### src/rtl/cpu_sequencer.sv
// -----------------------------------------------------------------------------
// cpu_sequencer
//
// Multi-cycle control sequencer for an RV32I core. It owns the program counter,
// the instruction register, the retired-instruction counter and the stage state
// machine (FETCH, DECODE, EXECUTE, MEM, WRITEBACK, HALT, TRAP). Memory accesses
// use a req/ready handshake with a bounded wait that raises a bus-timeout trap.
//
// Ports
//   CLK           in   rising-edge clock
//   BTN_N         in   asynchronous active-low reset
//   mem_rdata     in   read data from the load/store unit (instruction fetch)
//   mem_ready     in   access complete, only looked at while mem_req is high
//   alu_result    in   branch/jump target or effective address
//   branch_taken  in   comparator result for the current branch
//   resume        in   single-cycle pulse that leaves HALT
//   mem_req       out  memory access request (FETCH and MEM)
//   mem_wr        out  store access (MEM with a STORE)
//   mem_addr_sel  out  1: address is PC, 0: address is alu_result
//   instr         out  instruction register
//   pc            out  current program counter
//   reg_en        out  register file write strobe (one cycle per writer)
//   fetch_stage   out  high in FETCH
//   halted        out  high in HALT
//   trap          out  one-cycle pulse in TRAP
//   trap_cause    out  cause of the last trap (0 misaligned, 1 illegal,
//                      2 ecall, 3 bus timeout)
//   trap_pc       out  PC of the faulting instruction
//   instret       out  retired-instruction count (wraps)
// -----------------------------------------------------------------------------
module cpu_sequencer #(
  parameter int              XLEN         = 32,
  parameter logic [XLEN-1:0] RESET_VECTOR = '0,
  parameter logic [XLEN-1:0] TRAP_VECTOR  = XLEN'(32'h0000_0010),
  parameter int              MEM_TIMEOUT  = 15
) (
  input  logic            CLK,
  input  logic            BTN_N,
  input  logic [XLEN-1:0] mem_rdata,
  input  logic            mem_ready,
  input  logic [XLEN-1:0] alu_result,
  input  logic            branch_taken,
  input  logic            resume,
  output logic            mem_req,
  output logic            mem_wr,
  output logic            mem_addr_sel,
  output logic [31:0]     instr,
  output logic [XLEN-1:0] pc,
  output logic            reg_en,
  output logic            fetch_stage,
  output logic            halted,
  output logic            trap,
  output logic [1:0]      trap_cause,
  output logic [XLEN-1:0] trap_pc,
  output logic [XLEN-1:0] instret
);

  // Wait counter is sized to hold MEM_TIMEOUT; a disabled timeout keeps a
  // 1-bit counter that never counts.
  localparam bit TIMEOUT_EN = (MEM_TIMEOUT != 0);
  localparam int WAIT_W     = TIMEOUT_EN ? $clog2(MEM_TIMEOUT + 1) : 1;

  localparam logic [6:0] OP_LOAD   = 7'b0000011;
  localparam logic [6:0] OP_STORE  = 7'b0100011;
  localparam logic [6:0] OP_BRANCH = 7'b1100011;
  localparam logic [6:0] OP_JAL    = 7'b1101111;
  localparam logic [6:0] OP_JALR   = 7'b1100111;
  localparam logic [6:0] OP_OP     = 7'b0110011;
  localparam logic [6:0] OP_IMM    = 7'b0010011;
  localparam logic [6:0] OP_LUI    = 7'b0110111;
  localparam logic [6:0] OP_AUIPC  = 7'b0010111;
  localparam logic [6:0] OP_SYSTEM = 7'b1110011;

  localparam logic [1:0] CAUSE_MISALIGN = 2'd0;
  localparam logic [1:0] CAUSE_ILLEGAL  = 2'd1;
  localparam logic [1:0] CAUSE_ECALL    = 2'd2;
  localparam logic [1:0] CAUSE_TIMEOUT  = 2'd3;

  localparam logic [31:0] NOP_INSTR = 32'h0000_0013;

  typedef enum logic [2:0] {
    S_FETCH,
    S_DECODE,
    S_EXECUTE,
    S_MEM,
    S_WRITEBACK,
    S_HALT,
    S_TRAP
  } state_t;

  state_t              r_state;
  logic [XLEN-1:0]     r_pc;
  logic [31:0]         r_instr;
  logic [XLEN-1:0]     r_instret;
  logic [1:0]          r_trap_cause;
  logic [XLEN-1:0]     r_trap_pc;
  logic [WAIT_W-1:0]   r_wait_cnt;
  logic                r_redirect;
  logic [XLEN-1:0]     r_target;

  state_t              w_state_nxt;
  logic                w_pc_load;
  logic [XLEN-1:0]     w_pc_nxt;
  logic                w_retire;
  logic                w_instr_load;
  logic                w_trap_enter;
  logic [1:0]          w_trap_cause_nxt;
  logic [WAIT_W-1:0]   w_wait_nxt;

  // ---------------------------------------------------------------------------
  // Instruction classification
  // ---------------------------------------------------------------------------
  logic [6:0]      w_op;
  logic [11:0]     w_sys_funct;
  logic            w_is_load;
  logic            w_is_store;
  logic            w_is_branch;
  logic            w_is_jal;
  logic            w_is_jalr;
  logic            w_is_system;
  logic            w_legal;
  logic            w_ctrl_xfer;
  logic            w_misaligned;
  logic [XLEN-1:0] w_target;
  logic [XLEN-1:0] w_pc_plus4;
  logic            w_mem_phase;
  logic            w_timeout;

  assign w_op        = r_instr[6:0];
  assign w_sys_funct = r_instr[31:20];
  assign w_is_load   = (w_op == OP_LOAD);
  assign w_is_store  = (w_op == OP_STORE);
  assign w_is_branch = (w_op == OP_BRANCH);
  assign w_is_jal    = (w_op == OP_JAL);
  assign w_is_jalr   = (w_op == OP_JALR);
  assign w_is_system = (w_op == OP_SYSTEM);

  always_comb begin
    case (w_op)
      OP_LOAD, OP_STORE, OP_BRANCH, OP_JAL, OP_JALR,
      OP_OP, OP_IMM, OP_LUI, OP_AUIPC, OP_SYSTEM: w_legal = 1'b1;
      default:                                    w_legal = 1'b0;
    endcase
  end

  assign w_ctrl_xfer = w_is_jal | w_is_jalr | (w_is_branch & branch_taken);
  // JALR drops bit 0 of its target before the alignment check.
  assign w_misaligned = w_is_jalr ? alu_result[1] : (alu_result[1:0] != 2'b00);
  assign w_target     = {alu_result[XLEN-1:1], 1'b0};
  assign w_pc_plus4   = r_pc + XLEN'(4);

  // ---------------------------------------------------------------------------
  // Bus wait limit. mem_ready on the limit cycle wins over the timeout.
  // ---------------------------------------------------------------------------
  assign w_mem_phase = (r_state == S_FETCH) || (r_state == S_MEM);
  assign w_timeout   = TIMEOUT_EN && w_mem_phase && !mem_ready &&
                       (r_wait_cnt == WAIT_W'(MEM_TIMEOUT));

  // ---------------------------------------------------------------------------
  // Next state, PC and bookkeeping
  // ---------------------------------------------------------------------------
  // NOTE: every signal assigned in this block gets a default first so that no
  // path through the case leaves it unassigned, which would infer a latch.
  always_comb begin
    w_state_nxt      = r_state;
    w_pc_load        = 1'b0;
    w_pc_nxt         = r_pc;
    w_retire         = 1'b0;
    w_instr_load     = 1'b0;
    w_trap_enter     = 1'b0;
    w_trap_cause_nxt = CAUSE_MISALIGN;

    case (r_state)
      S_FETCH: begin
        if (mem_ready) begin
          w_instr_load = 1'b1;
          w_state_nxt  = S_DECODE;
        end else if (w_timeout) begin
          w_trap_enter     = 1'b1;
          w_trap_cause_nxt = CAUSE_TIMEOUT;
          w_state_nxt      = S_TRAP;
        end
      end

      S_DECODE: begin
        if (!w_legal) begin
          w_trap_enter     = 1'b1;
          w_trap_cause_nxt = CAUSE_ILLEGAL;
          w_state_nxt      = S_TRAP;
        end else if (w_is_system) begin
          if (w_sys_funct == 12'd1) begin
            w_state_nxt = S_HALT;
          end else begin
            w_trap_enter     = 1'b1;
            w_trap_cause_nxt = (w_sys_funct == 12'd0) ? CAUSE_ECALL : CAUSE_ILLEGAL;
            w_state_nxt      = S_TRAP;
          end
        end else begin
          w_state_nxt = S_EXECUTE;
        end
      end

      S_EXECUTE: begin
        if (w_is_load || w_is_store) begin
          w_state_nxt = S_MEM;
        end else if (w_ctrl_xfer && w_misaligned) begin
          w_trap_enter     = 1'b1;
          w_trap_cause_nxt = CAUSE_MISALIGN;
          w_state_nxt      = S_TRAP;
        end else begin
          w_state_nxt = S_WRITEBACK;
        end
      end

      S_MEM: begin
        if (mem_ready) begin
          if (w_is_store) begin
            w_retire    = 1'b1;
            w_pc_load   = 1'b1;
            w_pc_nxt    = w_pc_plus4;
            w_state_nxt = S_FETCH;
          end else begin
            w_state_nxt = S_WRITEBACK;
          end
        end else if (w_timeout) begin
          w_trap_enter     = 1'b1;
          w_trap_cause_nxt = CAUSE_TIMEOUT;
          w_state_nxt      = S_TRAP;
        end
      end

      S_WRITEBACK: begin
        w_retire    = 1'b1;
        w_pc_load   = 1'b1;
        w_pc_nxt    = r_redirect ? r_target : w_pc_plus4;
        w_state_nxt = S_FETCH;
      end

      S_HALT: begin
        if (resume) begin
          w_pc_load   = 1'b1;
          w_pc_nxt    = w_pc_plus4;
          w_state_nxt = S_FETCH;
        end
      end

      S_TRAP: begin
        w_pc_load   = 1'b1;
        w_pc_nxt    = TRAP_VECTOR;
        w_state_nxt = S_FETCH;
      end

      default: w_state_nxt = S_FETCH;
    endcase
  end

  // Counter runs only while waiting in the same FETCH/MEM visit, so any entry
  // into FETCH or MEM starts it from zero.
  always_comb begin
    w_wait_nxt = '0;
    if (TIMEOUT_EN && w_mem_phase && (w_state_nxt == r_state)) begin
      w_wait_nxt = r_wait_cnt + WAIT_W'(1);
    end
  end

  // ---------------------------------------------------------------------------
  // State and architectural registers
  // ---------------------------------------------------------------------------
  // NOTE: sequential state is written with non-blocking assignments so every
  // register samples pre-edge values regardless of statement order.
  always_ff @(posedge CLK or negedge BTN_N) begin
    if (!BTN_N) begin
      r_state      <= S_FETCH;
      r_pc         <= RESET_VECTOR;
      r_instr      <= NOP_INSTR;
      r_instret    <= '0;
      r_trap_cause <= CAUSE_MISALIGN;
      r_trap_pc    <= '0;
      r_wait_cnt   <= '0;
      r_redirect   <= 1'b0;
      r_target     <= '0;
    end else begin
      r_state    <= w_state_nxt;
      r_wait_cnt <= w_wait_nxt;
      if (w_instr_load) r_instr   <= mem_rdata[31:0];
      if (w_pc_load)    r_pc      <= w_pc_nxt;
      if (w_retire)     r_instret <= r_instret + XLEN'(1);
      // Cause and faulting PC are captured on entry so they are valid while
      // the trap pulse is high.
      if (w_trap_enter) begin
        r_trap_cause <= w_trap_cause_nxt;
        r_trap_pc    <= r_pc;
      end
      // The redirect decision is frozen in EXECUTE; in WRITEBACK the ALU is
      // free to produce the link value instead of the target.
      if (r_state == S_EXECUTE) begin
        r_redirect <= w_ctrl_xfer;
        r_target   <= w_target;
      end
    end
  end

  // ---------------------------------------------------------------------------
  // Outputs. Stage strobes are qualified with BTN_N so a reset mid-access drops
  // the request at once, without waiting for a clock edge.
  // ---------------------------------------------------------------------------
  always_comb begin
    mem_req      = 1'b0;
    mem_wr       = 1'b0;
    mem_addr_sel = 1'b1;
    reg_en       = 1'b0;
    fetch_stage  = 1'b0;
    halted       = 1'b0;
    trap         = 1'b0;
    if (BTN_N) begin
      case (r_state)
        S_FETCH: begin
          mem_req     = 1'b1;
          fetch_stage = 1'b1;
        end
        S_MEM: begin
          mem_req      = 1'b1;
          mem_addr_sel = 1'b0;
          mem_wr       = w_is_store;
        end
        S_WRITEBACK: reg_en = !w_is_branch && (r_instr[11:7] != 5'd0);
        S_HALT:      halted = 1'b1;
        S_TRAP:      trap   = 1'b1;
        default: ;
      endcase
    end
  end

  assign instr      = r_instr;
  assign pc         = r_pc;
  assign instret    = r_instret;
  assign trap_cause = r_trap_cause;
  assign trap_pc    = r_trap_pc;

endmodule

### config.mk
export PLATFORM = sky130hd
export DESIGN_NAME = cpu_sequencer
export DESIGN_NICKNAME = d
export VERILOG_FILES = /design/src/rtl/cpu_sequencer.sv
export SDC_FILE = /design/constraint.sdc
export NUM_CORES = 1
export LEC_CHECK = 0
export CORE_ASPECT_RATIO = 1.2
export CORE_MARGIN = 2
export CORE_UTILIZATION = 40
export CTS_BUF_LIST = sky130_fd_sc_hd__clkbuf_8
export DETAILED_ROUTE_END_ITERATION = 10
export GPL_TIMING_DRIVEN = 0
export PLACE_DENSITY = 0.71
export RECOVER_POWER = 50
export REMOVE_ABC_BUFFERS = 1
export SETUP_SLACK_MARGIN = 0.2
export SYNTH_ARGS = -nofsm -noshare
export SYNTH_HDL_FRONTEND = slang
export SYNTH_SLANG_ARGS = --single-unit
### constraint.sdc
create_clock -name CLK -period 3.1 [get_ports CLK]
set_input_delay 0.93 -clock CLK [delete_from_list [all_inputs] [get_ports CLK]]
set_output_delay 0.93 -clock CLK [all_outputs]
set_load 0.03 [all_outputs]
Yosys cells after proc, flatten, opt, wreduce, memory -nomap -nowiden
Cells that the tools add are included.
{"block": "classes", "bitwise_logic": 3, "reduce_logical": 18, "mux": 55, "addsub": 3, "eq_ne": 22}
{"op": "$mux 32", "count": 4}
{"op": "$pmux 32 s4", "count": 1}
{"op": "$add 32x1->32 const B", "count": 1}
{"op": "$add 32x3->32 const B", "count": 1}
{"op": "$eq 7x7->1 const B", "count": 4}
{"op": "$mux 1", "count": 28}
{"op": "$mux 3", "count": 8}
{"op": "$eq 7x6->1 const B", "count": 3}
{"op": "$mux 2", "count": 8}
{"op": "$pmux 3 s5", "count": 1}
{"op": "$eq 7x5->1 const B", "count": 2}
{"op": "$eq 12x1->1 const B", "count": 1}
{"op": "$logic_not 12->1", "count": 1}
{"op": "$reduce_or 10->1", "count": 1}
{"op": "$eq 3x3->1 const B", "count": 3}
{"op": "$eq 7x2->1 const B", "count": 1}
{"op": "$eq 3x2->1 const B", "count": 2}
{"op": "$ne 2x2->1 const B", "count": 3}
{"op": "$pmux 1 s3", "count": 2}
{"op": "$logic_and 1x1->1", "count": 5}
{"op": "$reduce_and 5->1", "count": 1}
{"op": "$reduce_bool 5->1", "count": 1}
{"op": "$add 4x1->4 const B", "count": 1}
{"op": "$eq 4x4->1 const B", "count": 1}
{"op": "13 further kinds", "count": 17}
{"block": "word_totals", "in_bits": 69, "register_bits": 169, "word_cells": 110, "output_inout_bits": 137}

Depth between registers and ports, before layout
Gate-level depths: netlist (run 1).
{"block": "depth", "word_depth": 10, "mapped_depth": 8, "ltp_nobuf": 6}

Worst setup path before layout (run 1)
OpenSTA, ideal clock, no wires.
{"block": "synth_path", "path_type": "input to output", "from": "input port BTN_N", "to": "output port mem_wr", "arrival_time_ns": 2.282, "stages": 3, "required_ns": 2.170, "path_buffers": 0, "slack_ns": -0.112, "path_cell_list": "nand2b_1 -> or2_2 -> nor4_1"}
{"block": "synth_via", "elab_chain_cells": 1}
{"item": "from (decl)", "line_no": "38", "source": "input logic BTN_N,"}
{"item": "$mux 1", "line_no": "315", "source": "if (BTN_N) begin"}
{"item": "to (decl)", "line_no": "45", "source": "output logic mem_wr,"}
No other way between the ends.

Worst setup path in the final report (run 1)
{"block": "layout_path", "from": "input port mem_ready", "to": "register r_trap_pc[2] (netlist: trap_pc[2])"}
{"block": "layout_via", "elab_chain_cells": 6}
{"item": "from (decl)", "line_no": "40", "source": "input logic mem_ready,"}
{"item": "$logic_not 1->1", "line_no": "156", "source": "assign w_timeout = TIMEOUT_EN && w_mem_phase && !mem_ready &&"}
{"item": "$logic_and 1x1->1 (2 in series)", "line_no": "156"}
{"item": "$mux 1", "line_no": "178, 225"}
{"item": "$mux 1 (*)", "line_no": "175", "source": "if (mem_ready) begin"}
{"item": "$pmux 1 s3 (*)", "line_no": "173", "source": "case (r_state)"}
{"item": "to (signal assigned)", "line_no": "292", "source": "r_trap_pc <= r_pc;"}
{"item": "to (decl)", "line_no": "96", "source": "logic [XLEN-1:0] r_trap_pc;"}
Every way passes the cells marked *; elsewhere a longest branch is shown, timed or not.
A chain may end at the register's enable or synchronous reset.

==> flow_summary.json, run 1 <==
{
  "drt_iter0_drc": 368,
  "reg2reg_slack_ns": 0.49,
  "ys_ff_latch": 167,
  "routabilityCongestion": 0.791,
  "worst_clock_skew_ns": 0.0195,
  "worst_pin_slew_ns": 2.16,
  "post_drt_wl_per_cell_um": 17.6,
  "via_per_inst": 5.48,
  "cts_tree": "yes",
  "async_flop_share_pct": 100,
  "ys_types": 69,
  "start_util_pct": 40.4,
  "layout_min_cycle_time_ns": 2.86,
  "fin_crit_sh_pct": 92.4,
  "dp_worst_setup_slack_ns": -0.739,
  "area.growth.synth_to_final_pct": 35.7,
  "max_freq_mhz": 349,
  "dieArea_um2": 21400,
  "relSlewSlack_pct": -44.0,
  "hp-class": "input pin to asynchronous set/reset pin",
  "critPathCaptureType": "flip-flop",
  "seq_area_frac_synth_pct": 51.7,
  "synth_top_flop_cell": "dfrtp_1",
  "dpl_cell_area_um2": 10500,
  "first_pass_iters": 6,
  "postRouteAntennaNets": 0,
  "powerDensity_nw_per_um2": 961,
  "path_clk_slew_ns": 0.10,
  "maxCapViolations": 1,
  "path_max_fanout": 16,
  "drcViolationCount": 0,
  "hpwl_mm": 15.0,
  "critPathArrivalTime_ns": 3.23,
  "grt_overflow": 0,
  "status": "complete, but fails checks",
  "setup_viol": 0,
  "clk_latency_ns": 0.48,
  "numCtsBuffers": 17,
  "synth_area_leaders": "dfrtp_1, mux2_2, mux2_1, a21oi_1, nand2_1",
  "fin_ws_ns": 0.236,
  "mostFrequentLayoutCell": "clkdlybuf4s50_1",
  "cts_max_path_buffers": 2,
  "vdd_drop_max_uv": 680,
  "dieHeight_um": 160,
  "failed_checks": "capacitance limit, slew limit",
  "syn_area_um2": 8100,
  "rsz0062_at_grt": "yes",
  "synth_top_cell_by_area": "dfrtp_1",
  "required_ns": 3.47,
  "hold_viol_final": 0,
  "rows": 57,
  "worstSetupPathType": "input pin to flip-flop",
  "htreeDepth": 4,
  "grt_antenna_before_repair": 0,
  "yosysTopAreaCellShare_pct": 50.7,
  "grt_usage_pct": 20.6,
  "mostFrequentLayoutCells": "clkdlybuf4s50_1, dfrtp_1, nand2_1",
  "grt_first_pass_wirelength_mm": 34.9,
  "io_pins": 206,
  "timing.final.max_slew_violations": 41,
  "cts.root.buffer_cell": "clkbuf_8",
  "critPathLaunchType": "input pin",
  "grt_max_degree": 92,
  "vias": 6686,
  "postSynthAreaPerCell_um2": 11.0,
  "ys_warn_count": 0,
  "grt_pass1_vias": 6661,
  "finalInstanceArea_um2": 11000,
  "wl_mm": 21.5,
  "portBuffers": 203,
  "drive_above_1_share_pct": 15.1,
  "numClockSinks": 167,
  "dieWidth_um": 134,
  "leakage_nw": 4.34,
  "synth_cells": 738,
  "synth_edf_count": 0,
  "nets": 1013,
  "coreArea_um2": 20000,
  "n_antenna_cell": 0
}
## flip-flops by register name, indices dropped and copies added (netlist names)
name and flops:
r_wait_cnt 4, trap_pc 31, r_redirect 1, instr 32, trap_cause 2, r_target 31
pc 31, instret 32, r_state 3
## timing repair
action | in CTS | in global routing
gates resized for setup | 25 | 7
cloned | 2 | 0
setup endpoints to repair | 42 | 20
pin swaps | 1 | 0
setup buffers | 9 | 0
hold buffers | 0 | 0
## layer usage
layer / share of wire, % / global-route usage [%]
met5: 0 / 0
met4: 2.1 / 7.50
met3: 6.7 / 5.68
met2: 49 / 34.1
met1: 42 / 25.8
## synthesized netlist by cell type (3+ instances only)
library cell and instances:
and2_1 11, a22oi_1 4, a21oi_1 46, nor4_2 7
nor3_1 17, inv_1 14, and3_1 12, ha_1 3
o21a_1 9, mux2_1 31, nor2b_1 7, o21ai_0 26
nor4_1 9, nand2_1 61, nand3_1 29, o31ai_1 3
clkbuf_1 26, nor2_1 37, a31oi_1 7, o22a_1 9
a21o_1 4, a41oi_1 6, or4_1 3, xor2_1 20
nand4_1 19, xnor2_1 14, mux2_2 60, dfrtp_1 164
dfstp_2 3, buf_6 4, or2_2 5, and4_1 4
or3_1 4, buf_2 8, nand2b_1 7
## metrics by stage
| stage | utilization [%] | total power, mW | hold slack [ns] | std cells | TNS, ns |
|---|---|---|---|---|---|
| floorplan | - | 6.58 | 0.442 | 698 | -106.21 |
| global placement | 51.2 | 8.48 | 0.457 | 1166 | -1454.99 |
| detailed placement | 52.2 | 8.71 | 0.468 | 1176 | -20.03 |
| CTS | 55.3 | 10.7 | 0.249 | 1219 | 0 |
| global route | 54.8 | 11.2 | 0.245 | 1219 | 0 |
| finish | 54.8 | 10.6 | 0.277 | 1219 | 0 |
## critical path, cell delays in order
cell and delay, ns:
dlygate4sd3_1 0.61, nand4b_1 0.31, nor4_2 0.40, a41o_1 0.25, nor3b_4 0.07, buf_8 0.17, buf_16 0.16, mux2_1 0.32
## cells by family (layout without fill, tap and decap cells)
logic type | count (synthesis) | count (layout) | share of synthesized area, %
mux | 92 | 92 | 12.8
flops | 167 | 167 | 51.7
xor+xnor | 34 | 34 | 3.68
other cells | 1 | 2 | 0.0463
compound gates | 140 | 140 | 11.6
buf+inv | 55 | 270 | 3.14
simple gates | 246 | 246 | 16.7
fa+ha+maj | 3 | 3 | 0.464
## worst paths after layout
check / startpoint / to / depth (start not counted)
max: mem_ready / trap_pc[2]$_DFFE_PN0P_ / 8
min reg2reg: r_wait_cnt[0]$_DFF_PN0_ / r_wait_cnt[0]$_DFF_PN0_ / 1
min: BTN_N / trap_cause[1]$_DFFE_PN0P_ / 1
max reg2reg: r_state[2]$_DFF_PN0_ / pc[20]$_DFFE_PN0P_ / 7
max in group asynchronous: BTN_N / r_target[19]$_DFFE_PN0N_ / 1
min in group CLK: r_wait_cnt[0]$_DFF_PN0_ / r_wait_cnt[0]$_DFF_PN0_ / 1
## layout make-up
| class | instances | area [um^2] |
|---|---|---|
| Multi-Input combinational cell | 517 | 3700 |
| Fill cell | 1756 | 9050 |
| Clock inverter | 14 | 219 |
| Timing Repair Buffer | 224 | 2250 |
| Inverter | 14 | 52.6 |
| Sequential cell | 167 | 4190 |
| Tap cell | 265 | 332 |
| Clock buffer | 18 | 248 |
## power breakdown
group / total (mW) / internal (mW) / leakage (nW) / switching, mW
Sequential: 3.80 / 3.00 / 2.02 / 0.797
Combinational: 4.92 / 2.25 / 2.09 / 2.67
Clock: 1.85 / 0.989 / 0.230 / 0.860
Total: 10.6 / 6.24 / 4.34 / 4.33
Note: power is estimated with default switching activity, not from simulation.
==> inputs of run 2 (changes only) <==
- clock period: 3.1 -> 3 ns (I/O delays scaled with it)
==> run 2 against run 1 <==
  * The run still ends with capacitance limit, slew limit left
  * Power grew 4.0%
  * Critical endpoint unchanged
  * Core utilization grew 0.40 points
  * Critical path depth is the same
  * Highest routed layer unchanged
  * Cell area grew 0.73%
  * Clock skew is essentially flat
  * Register-to-register slack lost 0.09 ns
  * Critical path type unchanged
==> flow_summary.json, run 2 (same netlist as run 1, synthesis figures left out) <==
{
  "status": "complete, but fails checks",
  "grt_max_degree": 92,
  "grt_first_pass_wirelength_mm": 34.9,
  "cts_tree": "yes",
  "reg2reg_slack_ns": 0.40,
  "r2r.worst_path.cells": 8,
  "final_core_utilization_pct": 55.2,
  "n_antenna_cell": 0,
  "post_drt_wl_per_cell_um": 17.6,
  "worst_clock_skew_ns": 0.0192,
  "rr_startpoint": "r_state[0]$_DFF_PN0_",
  "worst_path_max_delay_cell": "dlygate4sd3_1",
  "grt_overflow": 0,
  "routabilityCongestion": 0.791,
  "portBuffers": 203,
  "dieWidth_um": 134,
  "drive_above_1_share_pct": 15.7,
  "setup-tns-final_ns": 0,
  "vdd_drop_max_uv": 709,
  "nets": 1020,
  "worstSetupPathType": "input pin to flip-flop",
  "vias": 6672,
  "pwr-share-comb_pct": 47.0,
  "path_max_fanout": 16,
  "relSlewSlack_pct": -42.0,
  "max_freq_mhz": 354,
  "first_pass_iters": 7,
  "coreArea_um2": 20000,
  "switching_share_pct": 41.0,
  "setup_viol": 0,
  "critPathCaptureType": "flip-flop",
  "leakage_nw": 4.38,
  "mostFrequentLayoutCell": "clkdlybuf4s50_1",
  "switchingPower_mw": 4.50,
  "timing.final.max_slew_violations": 41,
  "start_util_pct": 40.4,
  "power_frac_clock_pct": 17.4,
  "cp_cell_sequence": "dlygate4sd3_1 -> nand4b_1 -> nor4_2 -> a41o_1 -> nor3b_4 -> buf_8 -> buf_16 -> mux2_1",
  "critPathLaunchType": "input pin",
  "rows": 57,
  "cts.root.buffer_cell": "clkbuf_8",
  "mostFrequentLayoutCells": "clkdlybuf4s50_1, dfrtp_1, nand2_1",
  "layout_min_cycle_time_ns": 2.83,
  "failed_checks": "capacitance limit, slew limit",
  "dieArea_um2": 21400,
  "worst_pin_slew_ns": 2.13,
  "area.growth.synth_to_final_pct": 36.7,
  "powerDensity_nw_per_um2": 992,
  "rsz0062_at_grt": "yes",
  "required_ns": 3.36,
  "cp_top_family": "buffers and inverters",
  "wl_mm": 21.6,
  "grt_pass1_vias": 6674,
  "numClockSinks": 167,
  "drcViolationCount": 0,
  "worstSetupStartpoint": "mem_ready",
  "fin_ws_ns": 0.173,
  "cts_hold_buf": 0,
  "hpwl_mm": 15.0,
  "crit_buf_inv": 3,
  "postRouteAntennaNets": 0,
  "grt_antenna_before_repair": 0,
  "cp_slowest_stage_delay_ns": 0.61,
  "numCtsBuffers": 17,
  "drt_iter0_drc": 432,
  "nFillCells": 1748,
  "hold_viol_final": 0,
  "htreeDepth": 4,
  "via_per_inst": 5.44,
  "fin_crit_sh_pct": 94.2,
  "io_pins": 206,
  "p_int_mw": 6.49,
  "dp_worst_setup_slack_ns": -0.779,
  "seqPwrFrac_pct": 35.7,
  "cp.depth": 8,
  "clk_latency_ns": 0.48,
  "crit_end": "trap_pc[2]$_DFFE_PN0P_",
  "worstReg2RegEnd": "pc[25]$_DFFE_PN0P_",
  "grt_usage_pct": 20.6,
  "cts_max_path_buffers": 2,
  "maxCapViolations": 1,
  "critPathArrivalTime_ns": 3.19,
  "dieHeight_um": 160,
  "path_clk_slew_ns": 0.10,
  "hp-class": "input pin to asynchronous set/reset pin"
}
run 2: metrics by stage:
step                      area, um^2  std cells  total power [mW]  hold WS (ns)
final                          11100       1226              11.0         0.229
after global routing           11100       1226              11.6         0.194
after CTS                      11100       1220              11.1         0.219
after detailed placement       10500       1176              9.00         0.468
after global placement         10300       1166              8.76         0.457
after floorplan                 7900        698              6.80         0.442
run 2: power by group through the flow:
stage | registers [mW] | logic [mW] | clock network, mW
2_1_floorplan | 4.89 | 1.91 | 0
3_3_place_gp | 3.94 | 4.82 | 0
3_5_place_dp | 3.99 | 5.02 | 0
4_1_cts | 3.91 | 5.19 | 1.95
5_1_grt | 4.06 | 5.50 | 2.06
6_report | 3.92 | 5.16 | 1.91
run 2: cell type report:
type / count / area (um^2) / share of cell area, %
sequential: 167 / 4190 / 37.8
multi-input combinational: 517 / 3730 / 33.7
timing repair buffer: 231 / 2300 / 20.8
clock buffer: 18 / 248 / 2.24
clock inverter: 14 / 219 / 1.98
inverter: 14 / 52.6 / 0.475
tap: 265 / 332 / 3.00
run 2: worst min path at each step:
stage | from | endpoint | slack (ns)
2_1_floorplan | r_wait_cnt[0]$_DFF_PN0_ | r_wait_cnt[0]$_DFF_PN0_ | 0.44
3_3_place_gp | r_wait_cnt[0]$_DFF_PN0_ | r_wait_cnt[0]$_DFF_PN0_ | 0.46
3_5_place_dp | r_wait_cnt[0]$_DFF_PN0_ | r_wait_cnt[0]$_DFF_PN0_ | 0.47
4_1_cts | BTN_N | instr[24]$_DFFE_PN0P_ | 0.22
5_1_grt | BTN_N | r_state[1]$_DFF_PN0_ | 0.19
6_report | BTN_N | r_state[1]$_DFF_PN0_ | 0.23
run 2: worst register-to-register path: cells and delay by family, from the launching register on:
| family | cells | cell delay, ns |
|---|---|---|
| buffers and inverters | 4 | 0.73 |
| AOI/OAI and AO/OA | 2 | 0.38 |
| and+or+nand+nor | 2 | 0.97 |
| DFF | 1 | 0.47 |
run 2: metal layers:
layer | GRT usage (%) | up-vias | share of wire (%)
met3 | 5.68 | 29 | 6.8
li1 | - | 3103 | -
met4 | 7.50 | 0 | 1.8
met5 | 0 | - | 0
met2 | 34.1 | 226 | 50
met1 | 25.9 | 3314 | 42
run 2: what timing repair did:
item | 4_1_cts | 5_1_grt
buffers inserted | 10 | 5
resized for setup | 29 | 9
setup endpoints to repair | 56 | 17
pin swaps | 1 | 1
gates cloned | 2 | 1
==> inputs of run 3 (changes only) <==
- TNS_END_PERCENT: unset -> 5
==> run 3 against run 2 <==
  * Largest cell class unchanged
  * The run still ends with capacitance limit, slew limit left
  * Sequential power about the same
  * Worst setup slack better by 0.028 ns
  * Count of clock-buffer cells in the layout unchanged
  * Final cell count down 0.57%
  * Power down 0.67%
  * Critical path depth down 5
==> flow_summary.json, run 3 (same netlist as run 1, synthesis figures left out) <==
{
  "critPathCaptureType": "output port",
  "portBuffers": 203,
  "drive_above_1_share_pct": 15.4,
  "grt_use_met2_pct": 34.1,
  "cts_tree": "yes",
  "drt_iter0_drc": 404,
  "cp_top_family": "simple AND/OR/NAND/NOR gates",
  "post_drt_wl_per_cell_um": 17.6,
  "cp_slowest_stage_delay_ns": 0.50,
  "met1_usage_pct": 25.8,
  "grt_pass1_vias": 6667,
  "fin_ws_ns": 0.201,
  "postRouteAntennaNets": 0,
  "use_met3_pct": 5.68,
  "grt_max_degree": 92,
  "crit_buf_inv": 1,
  "maxCapViolations": 1,
  "layout_min_cycle_time_ns": 2.80,
  "required_ns": 2.10,
  "mostFrequentLayoutCell": "clkdlybuf4s50_1",
  "grt_overflow": 0,
  "powerDensity_nw_per_um2": 994,
  "htreeDepth": 4,
  "drcViolationCount": 0,
  "grt_usage_pct": 20.6,
  "rows": 57,
  "dieArea_um2": 21400,
  "worst_clock_skew_ns": 0.0202,
  "leakage_nw": 4.33,
  "cts.root.buffer_cell": "clkbuf_8",
  "dieWidth_um": 134,
  "io_pins": 206,
  "vias": 6674,
  "seq_area_um2": 4190,
  "worst_path_max_delay_cell": "dfrtp_2",
  "hpwl_mm": 15.0,
  "nFillCells": 1766,
  "status": "complete, but fails checks",
  "dp_worst_setup_slack_ns": -0.779,
  "multi_input_area_um2": 3710,
  "worstSetupStartpoint": "r_state[0]$_DFF_PN0_",
  "first_pass_iters": 5,
  "hold_viol_final": 0,
  "path_max_fanout": 11,
  "hp-class": "input pin to asynchronous set/reset pin",
  "nets": 1013,
  "path_clk_slew_ns": 0.08,
  "clk_latency_ns": 0.48,
  "worst_pin_slew_ns": 2.16,
  "grt_first_pass_wirelength_mm": 34.9,
  "holdWs_ns": 0.242,
  "relSlewSlack_pct": -44.2,
  "wl_mm": 21.5,
  "setup_viol": 0,
  "rr_startpoint": "instr[0]$_DFFE_PN1P_",
  "timing.final.max_slew_violations": 41,
  "area.growth.synth_to_final_pct": 35.6,
  "final_core_utilization_pct": 54.8,
  "worstSetupPathType": "flip-flop to output port",
  "mostFrequentLayoutCells": "clkdlybuf4s50_1, dfrtp_1, nand2_1",
  "setup-tns-final_ns": 0,
  "numCtsBuffers": 17,
  "grt.busiest_layer": "met2",
  "critPathArrivalTime_ns": 1.90,
  "via_per_inst": 5.47,
  "routabilityCongestion": 0.791,
  "numClockSinks": 167,
  "max_freq_mhz": 357,
  "critPathLaunchType": "flip-flop",
  "cts_hold_buf": 0,
  "cts_max_path_buffers": 2,
  "coreArea_um2": 20000,
  "cp_cell_sequence": "nor2b_2 -> and3_1 -> dlygate4sd2_1",
  "fin_crit_sh_pct": 93.3,
  "power.total_mw": 10.9,
  "vdd_drop_max_uv": 704,
  "dieHeight_um": 160,
  "n_antenna_cell": 0,
  "start_util_pct": 40.4,
  "rsz0062_at_grt": "yes",
  "failed_checks": "capacitance limit, slew limit",
  "grt_antenna_before_repair": 0
}
-- run 3: layer usage --
metal / routed length, um / part of all wire (%) / vias up
li1: - / - / 3092
met1: 8990 / 42 / 3291
met2: 10600 / 49 / 254
met3: 1440 / 6.7 / 37
met4: 425 / 2.0 / 0
met5: 0 / 0 / -
-- run 3: area by class of cell --
class | instances | share of cell area, %
timing repair buffer | 224 | 20.3
tap | 265 | 3.02
clock inverter | 14 | 1.99
inverter | 14 | 0.479
multi-input combinational | 517 | 33.8
clock buffer | 18 | 2.26
sequential | 167 | 38.2
-- run 3: power breakdown --
part	leakage [nW]	switching, mW	internal, mW	total, mW
sequential	2.02	0.817	3.10	3.92
combinational	2.08	2.76	2.32	5.08
clock	0.230	0.887	1.02	1.91
-- run 3: path summary, 6_finish.rpt --
path                       slack [ns]                   endpoint  depth (start not counted)
max in group asynchronous        0.71   r_target[19]$_DFFE_PN0N_                          1
setup reg to reg                 0.24     trap_pc[2]$_DFFE_PN0P_                          7
min in group CLK                 0.47    r_wait_cnt[0]$_DFF_PN0_                          1
hold / removal                   0.24  trap_cause[1]$_DFFE_PN0P_                          1
hold reg to reg                  0.47    r_wait_cnt[0]$_DFF_PN0_                          1
setup / recovery                 0.20                     halted                          3
-- run 3: through the flow --
step | instances | area [um^2]
global route | 1219 | 11000
finish | 1219 | 11000
CTS | 1219 | 11100
detailed placement | 1176 | 10500
floorplan | 698 | 7900
global placement | 1166 | 10300
-- run 3: repair_timing --
| action | 4_1_cts | 5_1_grt |
|---|---|---|
| buffers inserted | 9 | 0 |
| resized for setup | 22 | 15 |
| pin swaps | 0 | 5 |
| setup endpoints to repair | 56 | 47 |
| gates cloned | 2 | 0 |
